[src/rtl/fdiv_issue.sv]
// -----------------------------------------------------------------------------
// fdiv_issue: issue/unpack stage in front of the FPU divider.
//
// Accepts two raw IEEE-754 single operands from the core, unpacks each into
// sign-free class/exponent/significand form, normalizes subnormal significands
// one bit per cycle, then runs the divider enable/ready protocol (with a
// watchdog) and hands the quotient back to the core.
//
// Ports:
//   clk_i, resetn_i           clock, asynchronous active-low reset
//   req_valid_i/req_ready_o   core request handshake (ready only in IDLE)
//   rs1_i, rs2_i, rm_i        dividend, divisor, rounding mode
//   resp_valid_o/resp_ready_i core response handshake
//   result_o, timeout_o       quotient and watchdog-abort flag
//   div_en_o                  divider enable
//   div_rs*_o, div_rm_o       latched raw operands and rounding mode
//   div_rs*_exp_o             signed unbiased exponents (10 bit)
//   div_rs*_sig_o             significands, hidden bit at [23]
//   div_rs*_class_o           one-hot {QNAN,SNAN,INF,NORMAL,SUBNORMAL,ZERO}
//   div_ready_i, div_result_i divider done pulse and result
// -----------------------------------------------------------------------------
module fdiv_issue #(
   parameter int          DIV_TIMEOUT = 63,
   parameter logic [31:0] CANON_NAN   = 32'h7FC00000
) (
   input  logic        clk_i,
   input  logic        resetn_i,
   input  logic        req_valid_i,
   output logic        req_ready_o,
   input  logic [31:0] rs1_i,
   input  logic [31:0] rs2_i,
   input  logic [2:0]  rm_i,
   output logic        resp_valid_o,
   input  logic        resp_ready_i,
   output logic [31:0] result_o,
   output logic        timeout_o,
   output logic        div_en_o,
   output logic [31:0] div_rs1_o,
   output logic [31:0] div_rs2_o,
   output logic [9:0]  div_rs1_exp_o,
   output logic [9:0]  div_rs2_exp_o,
   output logic [23:0] div_rs1_sig_o,
   output logic [23:0] div_rs2_sig_o,
   output logic [5:0]  div_rs1_class_o,
   output logic [5:0]  div_rs2_class_o,
   output logic [2:0]  div_rm_o,
   input  logic        div_ready_i,
   input  logic [31:0] div_result_i
);

   // Watchdog is at least 6 bits and large enough to hold DIV_TIMEOUT.
   localparam int WD_W = ($clog2(DIV_TIMEOUT + 1) > 6) ? $clog2(DIV_TIMEOUT + 1) : 6;

   typedef enum logic [1:0] {
      IDLE   = 2'd0,
      UNPACK = 2'd1,
      DIVIDE = 2'd2,
      RESP   = 2'd3
   } state_t;

   typedef struct packed {
      logic [5:0]  cls;
      logic [9:0]  exp;
      logic [23:0] sig;
   } unpacked_t;

   // Split a raw single into class, unbiased exponent and significand.
   // Subnormals start at exp -126 with hidden bit 0; UNPACK normalizes them.
   function automatic unpacked_t unpack_op(input logic [31:0] op);
      unpacked_t  u;
      logic [7:0]  e;
      logic [22:0] m;
      e     = op[30:23];
      m     = op[22:0];
      u.cls = 6'b000000;
      u.exp = 10'd0;
      u.sig = 24'd0;
      if (e == 8'hFF) begin
         u.exp = 10'd128;
         u.sig = {1'b1, m};
         if (m == 23'd0) begin
            u.cls = 6'b001000;
         end else if (m[22]) begin
            u.cls = 6'b100000;
         end else begin
            u.cls = 6'b010000;
         end
      end else if (e == 8'h00) begin
         u.exp = 10'h382;                // -126
         if (m == 23'd0) begin
            u.cls = 6'b000001;
            u.sig = 24'd0;
         end else begin
            u.cls = 6'b000010;
            u.sig = {1'b0, m};
         end
      end else begin
         u.cls = 6'b000100;
         u.exp = {2'b00, e} - 10'd127;
         u.sig = {1'b1, m};
      end
      return u;
   endfunction

   state_t          state_r;
   state_t          state_next_s;
   logic [WD_W-1:0] wd_r;
   logic            need1_s;
   logic            need2_s;
   logic            wd_expired_s;
   unpacked_t       up1_s;
   unpacked_t       up2_s;

   assign up1_s        = unpack_op(rs1_i);
   assign up2_s        = unpack_op(rs2_i);
   // A subnormal still needs a shift until its leading one reaches bit 23.
   assign need1_s      = div_rs1_class_o[1] & ~div_rs1_sig_o[23];
   assign need2_s      = div_rs2_class_o[1] & ~div_rs2_sig_o[23];
   assign wd_expired_s = (wd_r == WD_W'(DIV_TIMEOUT - 1));

   assign req_ready_o  = (state_r == IDLE);
   assign resp_valid_o = (state_r == RESP);
   // Enable drops in the same cycle as the ready pulse so the divider never restarts.
   assign div_en_o     = (state_r == DIVIDE) & ~div_ready_i;

   // State register.
   always_ff @(posedge clk_i or negedge resetn_i) begin
      if (!resetn_i) begin
         state_r <= IDLE;
      end else begin
         state_r <= state_next_s;
      end
   end

   // Next-state logic.
   always_comb begin
      state_next_s = state_r;
      case (state_r)
         IDLE: begin
            if (req_valid_i) begin
               state_next_s = UNPACK;
            end else begin
               state_next_s = IDLE;
            end
         end
         UNPACK: begin
            if (!need1_s && !need2_s) begin
               state_next_s = DIVIDE;
            end else begin
               state_next_s = UNPACK;
            end
         end
         DIVIDE: begin
            if (div_ready_i || wd_expired_s) begin
               state_next_s = RESP;
            end else begin
               state_next_s = DIVIDE;
            end
         end
         RESP: begin
            if (resp_ready_i) begin
               state_next_s = IDLE;
            end else begin
               state_next_s = RESP;
            end
         end
         default: state_next_s = IDLE;
      endcase
   end

   // Operand latch, iterative normalization, watchdog and result capture.
   always_ff @(posedge clk_i or negedge resetn_i) begin
      if (!resetn_i) begin
         div_rs1_o       <= 32'd0;
         div_rs2_o       <= 32'd0;
         div_rm_o        <= 3'd0;
         div_rs1_exp_o   <= 10'd0;
         div_rs2_exp_o   <= 10'd0;
         div_rs1_sig_o   <= 24'd0;
         div_rs2_sig_o   <= 24'd0;
         div_rs1_class_o <= 6'd0;
         div_rs2_class_o <= 6'd0;
         result_o        <= 32'd0;
         timeout_o       <= 1'b0;
         wd_r            <= '0;
      end else begin
         case (state_r)
            IDLE: begin
               if (req_valid_i) begin
                  div_rs1_o       <= rs1_i;
                  div_rs2_o       <= rs2_i;
                  div_rm_o        <= rm_i;
                  div_rs1_exp_o   <= up1_s.exp;
                  div_rs2_exp_o   <= up2_s.exp;
                  div_rs1_sig_o   <= up1_s.sig;
                  div_rs2_sig_o   <= up2_s.sig;
                  div_rs1_class_o <= up1_s.cls;
                  div_rs2_class_o <= up2_s.cls;
               end
            end
            UNPACK: begin
               wd_r <= '0;
               if (need1_s) begin
                  div_rs1_sig_o <= {div_rs1_sig_o[22:0], 1'b0};
                  div_rs1_exp_o <= div_rs1_exp_o - 10'd1;
               end
               if (need2_s) begin
                  div_rs2_sig_o <= {div_rs2_sig_o[22:0], 1'b0};
                  div_rs2_exp_o <= div_rs2_exp_o - 10'd1;
               end
            end
            DIVIDE: begin
               if (div_ready_i) begin
                  result_o  <= div_result_i;
                  timeout_o <= 1'b0;
               end else if (wd_expired_s) begin
                  result_o  <= CANON_NAN;
                  timeout_o <= 1'b1;
                  wd_r      <= WD_W'(DIV_TIMEOUT);
               end else begin
                  wd_r <= wd_r + {{(WD_W-1){1'b0}}, 1'b1};
               end
            end
            RESP: begin
               wd_r <= wd_r;
            end
            default: begin
               wd_r <= '0;
            end
         endcase
      end
   end

endmodule

[config.mk]
export PLATFORM = sky130hd
export DESIGN_NAME = fdiv_issue
export DESIGN_NICKNAME = d
export VERILOG_FILES = /design/src/rtl/fdiv_issue.sv
export SDC_FILE = /design/constraint.sdc
export NUM_CORES = 1
export LEC_CHECK = 0
export ABC_AREA = 1
export BUFFER_PORTS_ARGS = -buffer_cell sky130_fd_sc_hd__buf_2
export CORE_MARGIN = 5
export CORE_UTILIZATION = 51
export DETAILED_ROUTE_END_ITERATION = 10
export PLACE_DENSITY_LB_ADDON = 0.25
export SLEW_MARGIN = 20
export SYNTH_ARGS = -nofsm -noshare
export SYNTH_HDL_FRONTEND = slang
export SYNTH_SLANG_ARGS = --single-unit
[constraint.sdc]
create_clock -name clk_i -period 1.75 [get_ports clk_i]
set_input_delay 0 -clock clk_i [delete_from_list [all_inputs] [get_ports clk_i]]
set_output_delay 0 -clock clk_i [all_outputs]
set_load 0.01 [all_outputs]
==> qor.txt, run 1 <==
pre-CTS worst setup slack -> 0.1178 ns
placed inst area -> 10,580 µm²
Total GRT Usage -> 27.37%
Hold Path Class -> in -> reg
outcome -> finished clean
sequential fraction of the synthesis area -> 53.18%
Finished Layout Cells -> 1,726
post-detail-place hpwl -> 18,530 µm
Worst Hold End -> result_o[22]
Reg-to-Reg Start -> state_r[0]
Layout Skew -> 0.009948 ns
clock sinks -> 188
number of vias per cell -> 5.243
critical-path maximum fanout -> 25
clk slew on worst S/H paths -> 0.07 ns
period utilization -> 94.67%
Setup Fix Bufs, Post-CTS -> 0
Pre-antenna DRT Iters -> 6
Final Max Slew Viols -> 0
fin nets -> 1,599
post-layout util -> 70.94%
PwrDens -> 1674 nW/µm²
Setup CP Type -> reg -> out
Detailed Route WL -> 27,640 µm
WP data required -> 1.75 ns
CTS H-tree depth -> 4
first-pass GRT wire length -> 44,360 µm
flops & latches, synth -> 188
vias in the first global route -> 8,840
EDFF count, synth -> 0
Mapped Area -> 8846 µm²
CTS tree -> yes
I/O pins -> 287
pin count of the biggest net entering global routing -> 132
Setup crit start kind -> register
Yosys warning count -> 0
Min-Delay Path Depth -> 4
# port buffers -> 286
Reg2Reg Setup Slack -> 0.17 ns
leakage power -> 6.554 nW
data arrival time of the worst path -> 1.66 ns
worst hold margin -> 0.08342 ns
peak supply drop -> 0.8205 mV
Mapped Cells -> 1,110
CTS root buf -> clkbuf_16
Skew-Pair Late Insertion Delay -> 0.43 ns
DRT antenna net count -> 0
initial antenna violation count -> 1
final hold viol count -> 0
post-synthesis net count -> 1,222
unrepaired setup endpoints after global routing -> no
Netlist cell types -> 31
via count -> 9,049
Max Cap Violations -> 0
DRC violations left -> 0
die area -> 20,080 µm²
TritonCTS Buffers -> 17
FFs w/ async S/R, synth -> 100.0%
Post-Route Setup TNS -> 0 ns
r2r worst-path depth -> 7
WL per Instance -> 16.01 µm
Rows -> 48
Synth Area per Inst -> 7.969 µm²
crit end category -> output port
final non-filler cell area -> 12,190 µm²
Top FF cell, synth -> dfrtp_1
FMAX -> 603.6 MHz
share of cells above drive strength 1 -> 23.80%
die width -> 141.7 µm
Die Ht -> 141.7 µm
Fill cells -> 1,336
worst slew pin tran -> 0.5310 ns
area delta synth->final -> 37.75%
Reg2Reg Capture Point -> div_rs1_exp_o[4]
dpl cells -> 1,591
1st-iter DRT viols -> 597
worst setup margin -> 0.09324 ns
Min Clock Period, post-route -> 1.657 ns
clk buf depth -> 2
total congestion overflow -> 0
hold_sp -> div_ready_i
Starting Density -> 51.50%
Core Area -> 17,180 µm²
total power -> 20.40 mW
Setup-failing EPs final -> 0
Final GP Congestion -> 0.8603
Slew HR -> 64.60%
[cell families after synthesis]
family	Yosys count	share of synthesized area, %
AOI/OAI and AO/OA	202	11.75
xor gates and xnor gates	7	0.6931
adders and majority gates	8	1.132
buffers and inverters	154	7.567
DFF	188	53.18
and+or+nand+nor	551	25.67
[layout by cell type (no fill, tap or decap), drive strengths merged]
cell type / n
nand4: 18
bufinv: 2
nand2: 332
clkinv: 10
o221ai: 1
nand3: 75
buf: 307
o211ai: 4
xnor2: 3
inv: 103
clkbuf: 19
o22ai: 1
or2: 4
dlygate4sd3: 102
a22oi: 4
nor2: 119
nor3b: 1
dfrtp: 188
a31oi: 3
clkinvlp: 1
o21ai: 99
xor2: 4
ha: 8
nor3: 2
a21oi: 90
diode: 1
[where the power goes]
part | total [mW] | leakage (nW) | internal [mW] | switching (mW)
logic | 8.88 | 3.98 | 3.42 | 5.46
clock network | 3.82 | 0.284 | 2.11 | 1.71
registers | 7.71 | 2.29 | 6.32 | 1.39
total | 20.4 | 6.55 | 11.8 | 8.56
[metal layers]
metal,up-vias,routed length (µm),global-route usage [%],share of wire [%]
li1,4312,-,-,-
met1,4267,11410,35.37,41
met2,406,13050,44.48,47
met3,64,2357,7.112,8.5
met4,0,819,10.40,3.0
met5,-,0,0,0
[critical path: stages, from the launching register on]
cell and delay [ns]:
dfrtp_1 0.44, nor2_2 0.16, buf_8 0.20, nand2_1 0.17
inv_2 0.12, buf_2 0.14
[registers in the layout, summed over array words and instances (netlist names)]
signal	count
wd_r	6
div_rs1_exp_o	10
div_rs1_sig_o	24
div_rs2_class_o	6
div_rs1_class_o	6
div_rs2_sig_o	24
result_o	32
timeout_o	1
state_r	2
div_rs2_o	32
div_rs2_exp_o	10
div_rm_o	3
div_rs1_o	32
[synthesized netlist by cell type, types with 2 or more instances]
library cell  number  area share, %
o21ai_0           93            5.3
a31oi_1            3           0.21
nand4_1           18            1.3
nor2_8             2           0.45
buf_2             25            1.4
nor2_2             2           0.14
nand3_1           75            4.2
nor3_1             2           0.11
nor2_1           114            4.8
inv_2              2          0.085
inv_1             96            4.1
buf_6              4           0.51
or2_2              4           0.28
o21ai_1            6           0.34
nand2_1          331             14
xnor2_1            3           0.30
xor2_1             4           0.40
a22oi_1            4           0.34
ha_1               8            1.1
buf_4              6           0.51
inv_4              3           0.21
o211ai_1           4           0.34
a21oi_1           90            5.1
clkbuf_1          17           0.72
dfrtp_1          188             53
[layout make-up]
type,count,area [µm²],area share [%]
tap,225,281.5,2.310
clock buffer,18,429.2,3.522
antenna,1,2.502,0.02054
sequential,188,4705,38.61
multi-input combinational,768,3483,28.59
clock inverter,14,145.1,1.191
inverter,102,392.9,3.224
timing repair buffer,410,2746,22.54
[worst max path at each step]
| stage | startpoint | end | slack, ns | depth (start not counted) |
|---|---|---|---|---|
| global route | state_r[0] | div_rs1_sig_o[13] | 0.002 | 7 |
| CTS | state_r[0] | div_en_o | 0.03 | 5 |
| floorplan | div_rs1_exp_o[0] | div_rs1_exp_o[6] | 0.14 | 8 |
| finish | state_r[0] | div_en_o | 0.09 | 5 |
| detailed placement | state_r[0] | div_rs1_sig_o[13] | 0.12 | 7 |
| global placement | state_r[0] | div_rs1_sig_o[13] | 0.20 | 7 |
[what timing repair did]
item	CTS	global route
endpoints found under the setup margin	1	4
pin swaps	0	0
resized for setup	1	3
hold buffers	102	0
hold endpoints to repair	341	0
No activity file was read; power rests on OpenSTA's default activity.
==> inputs of run 2 (changes only) <==
Settings changed: PLACE_DENSITY set to 0.89, PLACE_DENSITY_LB_ADDON 0.25 to not set.
==> run 2 against run 1 <==
Via count increased by 4.3%. Wire length increased by 8.6%. Combinational power increased by 2.9%. Clock power increased by 1%. First-iteration DRC count increased by 40%. Non-clock buffer count decreased by 4. Die area unchanged. Flip-flop and latch count unchanged. Maximum frequency decreased by 1.5%. Largest cell class unchanged. Largest power group unchanged.
==> qor.txt, run 2 (synthesized netlist as in run 1, its figures left out) <==
Skew-Pair Late Insertion Delay -> 0.43 ns (about the same)
Rows -> 48 (unchanged)
Layout Skew -> 0.008483 ns (-0.001465 ns)
PwrDens -> 1700 nW/µm² (+1.5%)
post-layout util -> 71.05% (+0.11 points)
WP data required -> 2.07 ns (+0.32 ns)
Starting Density -> 51.50% (unchanged)
I/O pins -> 287 (unchanged)
n_diodes -> 0 (-1)
pin count of the biggest net entering global routing -> 132 (unchanged)
Buf/Inv on CP -> 2 (-1)
placed inst area -> 10,540 µm² (-0.35%)
Top delay family on crit path -> flip-flops
crit end category -> register
fin nets -> 1,595 (-0.25%)
Pre-antenna DRT Iters -> 6 (unchanged)
Max Cap Violations -> 0 (unchanged)
Hold Path Class -> in -> async
WL per Instance -> 17.44 µm (+8.9%)
CTS H-tree depth -> 4 (unchanged)
critical-path maximum fanout -> 32 (+28%)
die area -> 20,080 µm² (unchanged)
TritonCTS Buffers -> 17 (unchanged)
number of vias per cell -> 5.483 (+4.6%)
final non-filler cell area -> 12,200 µm² (+0.15%)
1st-iter DRT viols -> 833 (+40%)
worst hold margin -> 0.04555 ns (-0.03787 ns)
outcome -> finished clean
Final Max Slew Viols -> 0 (unchanged)
clk slew on worst S/H paths -> 0.07 ns (about the same)
crit-path cells -> nand2_4 > buf_12 > nor2_8 > nor2_8 > buf_12 > nor2_1 > a21oi_1
Setup crit start kind -> register
worst slew pin tran -> 0.5096 ns (-0.02141 ns)
data arrival time of the worst path -> 2.00 ns (+0.34 ns)
Die Ht -> 141.7 µm (unchanged)
Detailed Route WL -> 30,010 µm (+8.6%)
Largest regs -> div_rs1_o (32), div_rs2_o (32), result_o (32)
initial antenna violation count -> 0 (-1)
via count -> 9,436 (+4.3%)
Setup CP Type -> reg -> reg
Core Area -> 17,180 µm² (unchanged)
share of cells above drive strength 1 -> 23.73% (-0.070 points)
Final GP Congestion -> 0.8896 (+3.4%)
worst setup margin -> 0.06725 ns (-0.02599 ns)
dpl cells -> 1,586 (-0.31%)
most frequent cells in the layout -> nand2_1 (330), buf_2 (285), dfrtp_1 (188)
Slew HR -> 66.03% (+1.4 points)
CP peak stage delay -> 0.47 ns (+0.03 ns)
Finished Layout Cells -> 1,721 (-0.29%)
slowest cell on the critical path -> dfrtp_1
first-pass GRT wire length -> 47,220 µm (+6.5%)
peak supply drop -> 1.017 mV (+24%)
FMAX -> 594.3 MHz (-1.5%)
clk buf depth -> 2 (unchanged)
DRT antenna net count -> 0 (unchanged)
period utilization -> 96.16% (+1.5 points)
area delta synth->final -> 37.96%
CTS tree -> yes
final hold viol count -> 0 (unchanged)
die width -> 141.7 µm (unchanged)
# port buffers -> 286 (unchanged)
DRC violations left -> 0 (unchanged)
clock sinks -> 188 (unchanged)
leakage power -> 6.551 nW (about the same)
Fill cells -> 1,182 (-12%)
unrepaired setup endpoints after global routing -> yes
Setup-failing EPs final -> 0 (unchanged)
Total GRT Usage -> 29.26% (+1.9 points)
total congestion overflow -> 0 (unchanged)
commonest non-fill, non-tap cell in the layout -> nand2_1
Min Clock Period, post-route -> 1.683 ns (+0.02599 ns)
vias in the first global route -> 9,054 (+2.4%)
post-detail-place hpwl -> 18,920 µm (+2.1%)
pre-CTS worst setup slack -> 0.08944 ns (-0.02831 ns)
CTS root buf -> clkbuf_16
==> run 2: changes by cell type in the layout (fill, tap and decap cells not counted), moves of 2 or more <==
cell        change
buf_4           -6
buf_6           +2
clkbuf_16       +2
clkinv_2        -2
clkinvlp_4      +2
nor2_1          -2
nor2_2          +2
==> run 2: layer usage <==
| metal | global-route usage [%] | up-vias | share of wire [%] | wire length, µm |
|---|---|---|---|---|
| met3 | 7.853 | 116 | 11 | 3248 |
| met4 | 15.30 | 0 | 5.3 | 1579 |
| met5 | 0 | - | 0 | 0 |
| met1 | 36.71 | 4369 | 37 | 11230 |
| li1 | - | 4306 | - | - |
| met2 | 46.58 | 645 | 46 | 13950 |
==> run 2: where the power goes <==
group / internal, mW / switching [mW] / leakage, nW
sequential: 6.32 / 1.43 / 2.29
clock: 2.11 / 1.74 / 0.274
combinational: 3.45 / 5.69 / 3.99
==> run 2: cell type report <==
class | instances | area (µm²) | area share [%]
well taps | 225 | 281.5 | 2.307
clock buffers | 19 | 432.9 | 3.547
inverters | 102 | 397.9 | 3.260
clock inverters | 13 | 141.4 | 1.159
repair buffers | 406 | 2749 | 22.52
flip-flops and latches | 188 | 4705 | 38.55
multi-input cells | 768 | 3497 | 28.65
==> run 2: final timing paths <==
kind | startpoint | to | depth (start not counted) | slack [ns]
max | state_r[0] | div_rs2_exp_o[1] | 7 | 0.07
min in group clk_i | req_valid_i | div_rs1_class_o[0] | 5 | 0.05
max in group asynchronous | resetn_i | div_rs2_sig_o[15] | 3 | 1.08
min reg2reg | result_o[6] | result_o[6] | 2 | 0.47
min | resetn_i | result_o[15] | 2 | 0.05
max reg2reg | state_r[0] | div_rs2_exp_o[1] | 7 | 0.07
==> run 2: timing repair <==
item | 4_1_cts | 5_1_grt
gates resized for setup | 0 | 9
hold endpoints to repair | 344 | 0
setup endpoints to repair | 0 | 13
hold buffers | 101 | 0
setup buffers | 0 | 0
==> run 2: per-stage QoR <==
stage	power (mW)	TNS (ns)
after global placement	15.97	0
after global routing	22.18	-0.01946
after detailed placement	16.27	0
after floorplan	12.58	0
after CTS	20.32	0
final	20.75	0
